<file path="config.mk">
export PLATFORM = sky130hd
export DESIGN_NAME = level_tick_gen
export DESIGN_NICKNAME = d
export VERILOG_FILES = /design/src/rtl/level_tick_gen_pkg.sv /design/src/rtl/level_tick_gen_half_period_ctr.sv /design/src/rtl/level_tick_gen.sv
export SDC_FILE = /design/constraint.sdc
export NUM_CORES = 1
export LEC_CHECK = 0
export CAP_MARGIN = 20
export CORE_ASPECT_RATIO = 1.2
export CORE_MARGIN = 2
export CORE_UTILIZATION = 38
export DETAILED_ROUTE_END_ITERATION = 10
export HOLD_SLACK_MARGIN = 0.05
export PLACE_DENSITY_LB_ADDON = 0.3
export SYNTH_ARGS = -nofsm -noshare
export SYNTH_HDL_FRONTEND = slang
export SYNTH_SLANG_ARGS = --single-unit
</file>
<file path="constraint.sdc">
create_clock -name clk -period 4.6 [get_ports clk]
set_input_delay 0.92 -clock clk [delete_from_list [all_inputs] [get_ports clk]]
set_output_delay 0.92 -clock clk [all_outputs]
set_load 0.05 [all_outputs]
</file>
<file path="src/rtl/level_tick_gen_pkg.sv">
// Shared constants and the level-to-divisor mapping for level_tick_gen.
// Latency: n/a (package: constants and a pure function).
// Backpressure: n/a.
//
// Contents:
//   DFLT_* : default parameter values (board-clock based divisors, widths)
//   div_of : half-period in clk cycles for a given level
package clock_div_pkg;

    localparam int unsigned DFLT_LVL_W     = 4;
    localparam int unsigned DFLT_CNT_W     = 32;
    localparam int unsigned DFLT_MAX_LEVEL = 8;
    localparam int unsigned DFLT_BASE_DIV  = 38000000;
    localparam int unsigned DFLT_STEP_DIV  = 2000000;
    localparam int unsigned DFLT_FLOOR_DIV = 22000000;
    localparam int unsigned DFLT_MOVE_DIV  = 8000000;

    // Levels 1..max_level speed up linearly; level 0 and anything above
    // max_level fall back to the floor divisor.
    function automatic logic [31:0] div_of(
        input logic [31:0] lvl,
        input logic [31:0] max_level,
        input logic [31:0] base,
        input logic [31:0] step,
        input logic [31:0] floor_div
    );
        if ((lvl >= 32'd1) && (lvl <= max_level)) begin
            return base - ((lvl - 32'd1) * step);
        end
        return floor_div;
    endfunction

endpackage

</file>
<file path="src/rtl/level_tick_gen_half_period_ctr.sv">
// Half-period counter: counts div cycles, then toggles a square wave and pulses tick.
// Latency: wave/tick registered; tick is high in the cycle the wave toggles.
// Backpressure: none; pause freezes count and wave, restart (priority) clears both.
//
// Ports:
//   clk, rst_n : clock, asynchronous active-low reset
//   div        : half-period in cycles (held stable by the parent between terms)
//   restart    : synchronous clear of counter and wave
//   pause      : hold counter and wave, suppress tick
//   wave       : 50%-duty square wave
//   tick       : one-cycle pulse per wave edge
//   term       : combinational, high when this cycle's edge will toggle the wave
module half_period_ctr #(
    parameter int unsigned CNT_W = 32
) (
    input  logic             clk,
    input  logic             rst_n,
    input  logic [CNT_W-1:0] div,
    input  logic             restart,
    input  logic             pause,
    output logic             wave,
    output logic             tick,
    output logic             term
);

    logic [CNT_W-1:0] cnt_q, cnt_d;
    logic             wave_q, wave_d;
    logic             tick_q, tick_d;
    logic             at_last;

    assign at_last = (cnt_q == (div - CNT_W'(1)));
    // Restart and pause both beat the terminal count.
    assign term    = at_last && !restart && !pause;

    always_comb begin
        cnt_d  = cnt_q;
        wave_d = wave_q;
        tick_d = 1'b0;
        if (restart) begin
            cnt_d  = '0;
            wave_d = 1'b0;
        end else if (pause) begin
            cnt_d  = cnt_q;
        end else if (at_last) begin
            cnt_d  = '0;
            wave_d = ~wave_q;
            tick_d = 1'b1;
        end else begin
            cnt_d  = cnt_q + CNT_W'(1);
        end
    end

    always_ff @(posedge clk or negedge rst_n) begin
        if (!rst_n) begin
            cnt_q  <= '0;
            wave_q <= 1'b0;
            tick_q <= 1'b0;
        end else begin
            cnt_q  <= cnt_d;
            wave_q <= wave_d;
            tick_q <= tick_d;
        end
    end

    assign wave = wave_q;
    assign tick = tick_q;

endmodule

</file>
<file path="src/rtl/level_tick_gen.sv">
// Level-dependent game timebase plus fixed movement timebase, each as square wave and tick.
// Latency: outputs registered; first toggle div_active cycles after reset/restart.
// Backpressure: none; pause freezes both timebases, restart re-arms them with the current level.
//
// Ports:
//   clk, rst_n             : board clock, asynchronous active-low reset
//   curr_level [LVL_W]     : level, sampled only at half-period boundaries and on restart
//   pause, restart         : freeze / synchronous restart of both timebases
//   game_clk, game_tick    : level-dependent square wave and its edge pulse
//   move_clk, move_tick    : fixed square wave and its edge pulse
//   game_ticks [16]        : game_tick count, present only with TICK_COUNT_EN defined
module level_tick_gen
    import clock_div_pkg::*;
#(
    parameter int unsigned LVL_W     = DFLT_LVL_W,
    parameter int unsigned MAX_LEVEL = DFLT_MAX_LEVEL,
    parameter int unsigned BASE_DIV  = DFLT_BASE_DIV,
    parameter int unsigned STEP_DIV  = DFLT_STEP_DIV,
    parameter int unsigned FLOOR_DIV = DFLT_FLOOR_DIV,
    parameter int unsigned MOVE_DIV  = DFLT_MOVE_DIV,
    parameter int unsigned CNT_W     = DFLT_CNT_W
) (
    input  logic             clk,
    input  logic             rst_n,
    input  logic [LVL_W-1:0] curr_level,
    input  logic             pause,
    input  logic             restart,
    output logic             game_clk,
    output logic             game_tick,
    output logic             move_clk,
    output logic             move_tick
`ifdef TICK_COUNT_EN
    ,
    output logic [15:0]      game_ticks
`endif
);

    // Reject configurations where any half-period would be zero (or wrap
    // negative at the top level) or would not fit in the counter.
    localparam longint unsigned CNT_LIMIT = longint'(1) << CNT_W;

    if ((BASE_DIV <= (MAX_LEVEL - 1) * STEP_DIV) || (FLOOR_DIV < 1) ||
        (MOVE_DIV < 1) || (MAX_LEVEL < 1) ||
        (longint'(BASE_DIV) >= CNT_LIMIT) || (longint'(FLOOR_DIV) >= CNT_LIMIT) ||
        (longint'(MOVE_DIV) >= CNT_LIMIT)) begin : g_bad_cfg
        $error("level_tick_gen: divisor configuration out of range");
    end

    logic [CNT_W-1:0] lvl_div;
    logic [CNT_W-1:0] div_active_q, div_active_d;
    logic [CNT_W-1:0] move_div_q, move_div_d;
    logic             game_term;
    logic             move_term;

    assign lvl_div = CNT_W'(div_of(32'(curr_level), 32'(MAX_LEVEL), 32'(BASE_DIV),
                                   32'(STEP_DIV), 32'(FLOOR_DIV)));

    // Level shadow: only the level present on a boundary (or on restart)
    // takes effect, so mid-half-period changes never stretch or cut a period.
    // The movement divisor goes through the same shadow path so both
    // timebases behave identically; with a constant reload it folds away.
    always_comb begin
        div_active_d = div_active_q;
        move_div_d   = move_div_q;
        if (restart || game_term) begin
            div_active_d = lvl_div;
        end
        if (restart || move_term) begin
            move_div_d = CNT_W'(MOVE_DIV);
        end
    end

    always_ff @(posedge clk or negedge rst_n) begin
        if (!rst_n) begin
            div_active_q <= CNT_W'(BASE_DIV);
            move_div_q   <= CNT_W'(MOVE_DIV);
        end else begin
            div_active_q <= div_active_d;
            move_div_q   <= move_div_d;
        end
    end

    half_period_ctr #(
        .CNT_W (CNT_W)
    ) u_game_ctr (
        .clk     (clk),
        .rst_n   (rst_n),
        .div     (div_active_q),
        .restart (restart),
        .pause   (pause),
        .wave    (game_clk),
        .tick    (game_tick),
        .term    (game_term)
    );

    half_period_ctr #(
        .CNT_W (CNT_W)
    ) u_move_ctr (
        .clk     (clk),
        .rst_n   (rst_n),
        .div     (move_div_q),
        .restart (restart),
        .pause   (pause),
        .wave    (move_clk),
        .tick    (move_tick),
        .term    (move_term)
    );

`ifdef TICK_COUNT_EN
    logic [15:0] ticks_q, ticks_d;

    // Counts on the same edge that raises game_tick; wraps naturally.
    always_comb begin
        ticks_d = ticks_q;
        if (restart) begin
            ticks_d = '0;
        end else if (game_term) begin
            ticks_d = ticks_q + 16'd1;
        end
    end

    always_ff @(posedge clk or negedge rst_n) begin
        if (!rst_n) begin
            ticks_q <= '0;
        end else begin
            ticks_q <= ticks_d;
        end
    end

    assign game_ticks = ticks_q;
`endif

endmodule

</file>
==> impl_results.md, run 1 <==
* Largest family of logic cells by synthesized area: simple AND/OR/NAND/NOR gates
* Slew Limit Fails at 0
* Clock Tree Buf Depth at 2
* First-pass GRT wire length at ~35 mm
* Final setup margin at -1740 ps
* Crit path launch: curr_level[1]
* Final instance area at 10700 sq um
* Startpoint types: input pin
* Max VDD drop at about 0.27 mV
* Final period util at 138%
* Status: complete, but fails checks
* Cell Area, Placed at slightly above 9000 sq um
* Critical path class: input pin to register
* Insertion delay to the later sink of the worst-skew pair at 350 ps
* Number of max-cap violations at 0
* Share of the synthesized area in the top cell type at 26.3%
* Worst path slowest cell: fa_1
* Top post-synthesis cells by area: dfrtp_1 (26%), ha_1 (9.6%), xor2_1 (6.9%), fa_1 (5.1%), nor2_1 (4.7%)
* Vias in the first global route at around 7.4k
* GP Congestion at just under 0.9
* Fraction of registers with async set/reset at 100%
* Antenna violations before repair at 0
* Slew margin rel. at roughly two fifths
* CP required at ~4800 ps
* Number of remaining DRC errors at 0
* RSZ-0062 raised after global routing: yes
* Yosys warns at 0
* Post-Syn Area at between 7000 and 8000 sq um
* Die area at ~22000 sq um
* Critical hold path startpoint: u_game_ctr.cnt_q[0]
* Clock slew at the register clock pins of the worst setup and hold paths at 60 ps
* WL/cell at 15.7 um
* Number of synthesized flops with an enable pin at 0
* Die X at ~140 um
* Compound-gate portion of the synthesized area at roughly 16%
* Initial DRC count at 367
* Vias/cell at 5.34
* Hold Path Class: register to register
* Synth Area in XOR/XNOR at a little under an eighth
* Share of cells above drive strength 1 at between 30% and 40%
* Tightest Pin Transition at between 900 and 1000 ps
* Part of the Yosys area used for sequential elements at 29.6%
* Core area at ~20000 sq um
* Gr usage total at about a fifth
* Placed insts at between 1k and 1.5k
* Failing checks: negative setup slack
* TritonCTS clock tree: built
* FP Rows at 57
* Main flop type after synthesis: dfrtp_1
* Slowest cell delay on critical path at between 500 and 600 ps
* Mux contribution to synthesized area at less than 1%
* Mapped Nets at 1001
* Hold Fails Final Rpt at 0
* Initial DRT Pass Iterations at 5
* Syn Area/Cell at just under 9 sq um
* Grt total ovfl at 0
* H-tree Lvls at 3
* Setup TNS at -18050 ps
* Area leader, netlist: dfrtp_1
* Starting density of the core at between 30% and 40%
* CP dominant cell by count: ha_4
* ANT nets after route at 0
* Setup Skew at approximately 7 ps
* #FFs+latches synth at between 90 and 100
* P_leak at 4.62 nW
* # clock sinks at between 90 and 100
* Min cycle time layout at 6340 ps
* Crit-path max FO at 7
* Top Ports at 12
* Cts bufs inserted at 9
* CP Capture Type: register
* Drt total wl at ~21 mm
* Layout Cells excl Fill at roughly 1.3k
* Final #Nets at around 1.2k
* Post-Synthesis Cells at a little over 900
* Crit Reg-Reg Startpoint: div_active_q[7]
* Die height at 162 um
* Dpl ws at -2660 ps
* P per Cell Area at 426 nW/um^2
* Adder-cell share of the synthesized area at roughly 15%
* Post-synthesis cell type count at 74
* Simple-Gate Fraction of Synth Area at between 20% and 30%
* Upper clock frequency limit at 158 MHz
* Ant diodes at 0
* CTS root buffer: clkbuf_16
* WP data arrival at around 6600 ps
* PortBufs at 11
* Endpoints failing setup at 13
* Largest net degree at the start of global routing at 74
* Vias at about 7.2k
* Final HPWL DP at approximately 15 mm
* Area Growth Syn to Fin at 35.0%
-- power breakdown --
| group | internal (mW) | switching, mW |
|---|---|---|
| registers | 0.898 | 0.105 |
| logic | 1.42 | 1.33 |
| clock network | 0.477 | 0.327 |
-- Yosys cell counts, types with 7 or more instances --
master and number:
and3_1 14, dfrtp_1 83, nand4_1 23, fa_1 20
o21ai_0 28, nor4_1 14, clkbuf_1 21, nor2_1 100
buf_2 8, o21a_1 7, a211oi_1 11, or4_1 11
a21o_1 9, a21oi_1 26, nor3_1 18, or3_1 11
inv_1 83, nand3_1 40, xnor2_1 41, dfstp_2 10
xor2_1 62, nand2b_1 10, or2_2 8, a31oi_1 18
ha_1 61, and2_1 7, nor2b_1 7, nand2_1 60
-- flip-flops by register name, summed over array words and instances (netlist names) --
register          count
div_active_q         25
u_game_ctr.cnt_q     32
u_game_ctr.tick       1
u_game_ctr.wave       1
u_move_ctr.cnt_q     32
u_move_ctr.tick       1
u_move_ctr.wave       1
-- final cells by class --
type,count,area (sq um)
tap,265,332
sequential,93,2340
fill,1813,9640
clock buffer,10,229
clock inverter,6,86.3
multi-input combinational,706,5840
inverter,83,328
timing repair buffer,184,1520
-- logic make-up after synthesis --
| family | Yosys count |
|---|---|
| compound gates | 170 |
| simple gates | 345 |
| fa+ha+maj | 81 |
| xor+xnor | 103 |
| mux | 7 |
| flops | 93 |
| buf+inv | 113 |
-- layout by cell type, fill, tap and decap left out, drive strengths merged, types with 18 or more instances in the layout --
cell	n
buf	176
nor2	100
dfrtp	83
inv	81
xor2	62
ha	61
nand2	60
xnor2	41
nand3	40
o21ai	29
a21oi	26
nand4	23
fa	20
nor3	18
a31oi	18
-- worst paths after layout --
check | endpoint | slack, ps | cells past startpoint
worst max-delay path | div_active_q[30] | -1740 | 27
worst min-delay path | u_game_ctr.cnt_q[0] | 520 | 1
worst max register to register | div_active_q[30] | 690 | 11
worst min register to register | u_game_ctr.cnt_q[0] | 520 | 1
max in group asynchronous | u_move_ctr.cnt_q[25] | 3070 | 2
min in group asynchronous | u_game_ctr.cnt_q[12] | 700 | 1
-- worst max-delay path, delay by kind of cell --
kind                     cells  cell delay, ps
AO/OA/AOI/OAI                8            1580
buffers and inverters        8             980
adder cells (fa/ha/maj)      8            2670
AND/OR/NAND/NOR              3             390
-- timing repair --
item,in CTS,in global routing
buffers inserted,57,11
gates cloned,0,0
resized for setup,84,50
pin swaps,47,38
endpoints found under the setup margin,14,25
hold buffers,0,0
-- per-layer routing --
layer  part of all wire [%]  wire [um]  vias up  GRT usage, %
met5                      0          0        -             0
met4                    2.5        533        0          7.20
met3                    2.0        422       32          2.03
met2                     52      11000       94          35.6
met1                     43       9140     3502          24.1
li1                       -          -     3566             -
-- per-stage QoR --
step / util, % / hold WS, ps / power [mW]
final: 52.6 / 521 / 4.55
after global routing: 52.6 / 540 / 4.85
after CTS: 51.2 / 526 / 4.32
after detailed placement: 45.7 / 516 / 3.06
after global placement: 45.7 / 507 / 3.03
after floorplan: - / 474 / 2.35
Power figures use the tool's default switching activity.
==> run 2: changes to the inputs <==
--- a/config.mk
+++ b/config.mk
@@ -11,6 +11,7 @@
 export CORE_UTILIZATION = 38
 export DETAILED_ROUTE_END_ITERATION = 10
 export HOLD_SLACK_MARGIN = 0.05
+export MAX_ROUTING_LAYER = met4
 export PLACE_DENSITY_LB_ADDON = 0.3
 export SYNTH_ARGS = -nofsm -noshare
 export SYNTH_HDL_FRONTEND = slang
==> run 2 against run 1 <==
The flow still finishes with violations (negative setup slack). Design area unchanged. First-iteration DRC count decreased by 4.6%. Routed wire length decreased by 0.22%. Count of clock-buffer cells in the layout unchanged. Sequential power about the same. Non-clock buffer count unchanged. Global-route usage increased by 0.60 points. Combinational power about the same. Critical path type unchanged. Critical endpoint unchanged.
==> impl_results.md, run 2 (synthesis gave the netlist of run 1 again) <==
* Uppermost layer routed: met4
* Cts bufs inserted at 9 (unchanged)
* WL/cell at 15.6 um (-0.22%)
* Setup TNS at -18190 ps (-140 ps)
* Slew Limit Fails at 0 (unchanged)
* Share of cells above drive strength 1 at 30.0% (unchanged)
* Register area at 2340 sq um (unchanged)
* Crit path launch: curr_level[1]
* Area Growth Syn to Fin at 35.0% (unchanged)
* Worst hold slack at 521 ps (-0.0520 ps)
* WHS Path Cells at 1 (unchanged)
* Initial DRC count at 350 (-4.6%)
* Number of remaining DRC errors at 0 (unchanged)
* P per Cell Area at 426 nW/um^2 (-0.11%)
* Insertion delay to the later sink of the worst-skew pair at 350 ps (about the same)
* CP Capture Type: register
* Final period util at 138% (+0.31 points)
* Worst path slowest cell: fa_1
* Final setup margin at -1750 ps (-14.1 ps)
* Hold Path Class: register to register
* CP required at 4810 ps (about the same)
* Crit-path max FO at 7 (unchanged)
* Largest net degree at the start of global routing at 74 (unchanged)
* CTS root buffer: clkbuf_16
* Critical path class: input pin to register
* DR WL met3 at 418 um (-0.95%)
* P_leak at 4.62 nW (unchanged)
* First-pass GRT wire length at 35.4 mm (+0.16%)
* Worst Hold End: u_game_ctr.cnt_q[0]
* Setup Skew at 6.79 ps (-0.0427 ps)
* Critical hold path startpoint: u_game_ctr.cnt_q[0]
* Crit Reg-Reg Startpoint: div_active_q[7]
* Cts hold-fix bufs at 0 (unchanged)
* Die height at 162 um (unchanged)
* Slowest cell delay on critical path at 550 ps (about the same)
* Die area at 22000 sq um (unchanged)
* Clock Tree Buf Depth at 2 (unchanged)
* Max VDD drop at 0.271 mV (about the same)
* Layout Cells excl Fill at 1347 (unchanged)
* # clock sinks at 93 (unchanged)
* Reg2Reg Depth at 11 (unchanged)
* Final HPWL DP at 14.6 mm (unchanged)
* Number of fill cells at 1813 (unchanged)
* CP dominant cell by count: ha_4
* Failing checks: negative setup slack
* PortBufs at 11 (unchanged)
* Leading cell type in the layout, fill and taps excluded: buf_4
* Endpoints failing setup at 13 (unchanged)
* Top Ports at 12 (unchanged)
* Tightest Pin Transition at 905 ps (-6.90 ps)
* Grt total ovfl at 0 (unchanged)
* Flop2flop setup slack at 790 ps (+100 ps)
* Hold Fails Final Rpt at 0 (unchanged)
* Number of max-cap violations at 0 (unchanged)
* Starting density of the core at 38.9% (unchanged)
* Initial DRT Pass Iterations at 5 (unchanged)
* Ant diodes at 0 (unchanged)
* Upper clock frequency limit at 157 MHz (-0.22%)
* Largest regs: u_game_ctr.cnt_q x32, u_move_ctr.cnt_q x32, div_active_q x25
* Crit path depth at 27 (unchanged)
* Vias/cell at 5.36 (+0.28%)
* Core area at 20300 sq um (unchanged)
* Status: complete, but fails checks
* FP Rows at 57 (unchanged)
* Buf/Inv on CP at 8 (unchanged)
* Crit-path leading delay family: adder cells
* RSZ-0062 raised after global routing: yes
* Drt total wl at 21.0 mm (-0.22%)
* H-tree Lvls at 3 (unchanged)
* Startpoint types: input pin
* Cell Area, Placed at 9290 sq um (unchanged)
* Placed insts at 1279 (unchanged)
* Final #Nets at 1166 (unchanged)
* Gr usage total at 20.3% (+0.60 points)
* Die X at 136 um (unchanged)
* WP data arrival at 6560 ps (about the same)
* Multi-input logic area at 5840 sq um (unchanged)
* TritonCTS clock tree: built
* Final instance area at 10700 sq um (unchanged)
* Worst r2r dst: div_active_q[30]
* GP Congestion at 0.891 (+1.6%)
* ANT nets after route at 0 (unchanged)
* Min cycle time layout at 6350 ps (+14.1 ps)
* Metal2 WL at 11.0 mm (about the same)
* Routed metal-1 wirelength at 9.01 mm (-1.4%)
* Antenna violations before repair at 0 (unchanged)
* Vias in the first global route at 7365 (-0.27%)
* Dpl ws at -2660 ps (unchanged)
* Slew margin rel. at 39.7% (+0.46 points)
* Vias at 7214 (+0.28%)
* Most frequent cells in the layout: buf_4 (152), nor2_1 (97), dfrtp_1 (83), inv_1 (66), xor2_1 (59)
* Clock slew at the register clock pins of the worst setup and hold paths at 60 ps (about the same)
[run 2: worst max path at each step]
| stage | end | slack, ps |
|---|---|---|
| after detailed placement | div_active_q[30] | -2660 |
| after global placement | div_active_q[30] | -2560 |
| after CTS | div_active_q[29] | -1580 |
| final | div_active_q[30] | -1750 |
| after global routing | div_active_q[31] | -1930 |
| after floorplan | div_active_q[29] | -1990 |
[run 2: timing repair]
| action | CTS | global route |
|---|---|---|
| pin swaps | 47 | 38 |
| setup buffers | 57 | 11 |
| resized for setup | 84 | 50 |
| endpoints found under the setup margin | 14 | 25 |
[run 2: power by group]
| part | internal [mW] | switching [mW] | leakage, nW |
|---|---|---|---|
| registers | 0.898 | 0.104 | 1.24 |
| clock network | 0.476 | 0.324 | 0.153 |
| logic | 1.42 | 1.33 | 3.24 |
| total | 2.79 | 1.76 | 4.62 |
[run 2: cell type report]
type,instances,area share (%)
Sequential cell,93,21.9
Clock buffer,10,2.14
Clock inverter,6,0.808
Tap cell,265,3.10
Inverter,83,3.07
Timing Repair Buffer,184,14.3
Multi-Input combinational cell,706,54.7
[run 2: metal layers]
layer / up-vias / track usage [%]
li1: 3561 / -
met1: 3519 / 24.2
met2: 90 / 35.7
met3: 44 / 1.72
met4: 0 / 7.34
met5: - / -
[run 2: stage by stage]
stage / power [mW] / util [%]
after CTS: 4.32 / 51.2
final: 4.55 / 52.6
after floorplan: 2.35 / -
after detailed placement: 3.06 / 45.7
after global routing: 4.85 / 52.6
after global placement: 3.03 / 45.7
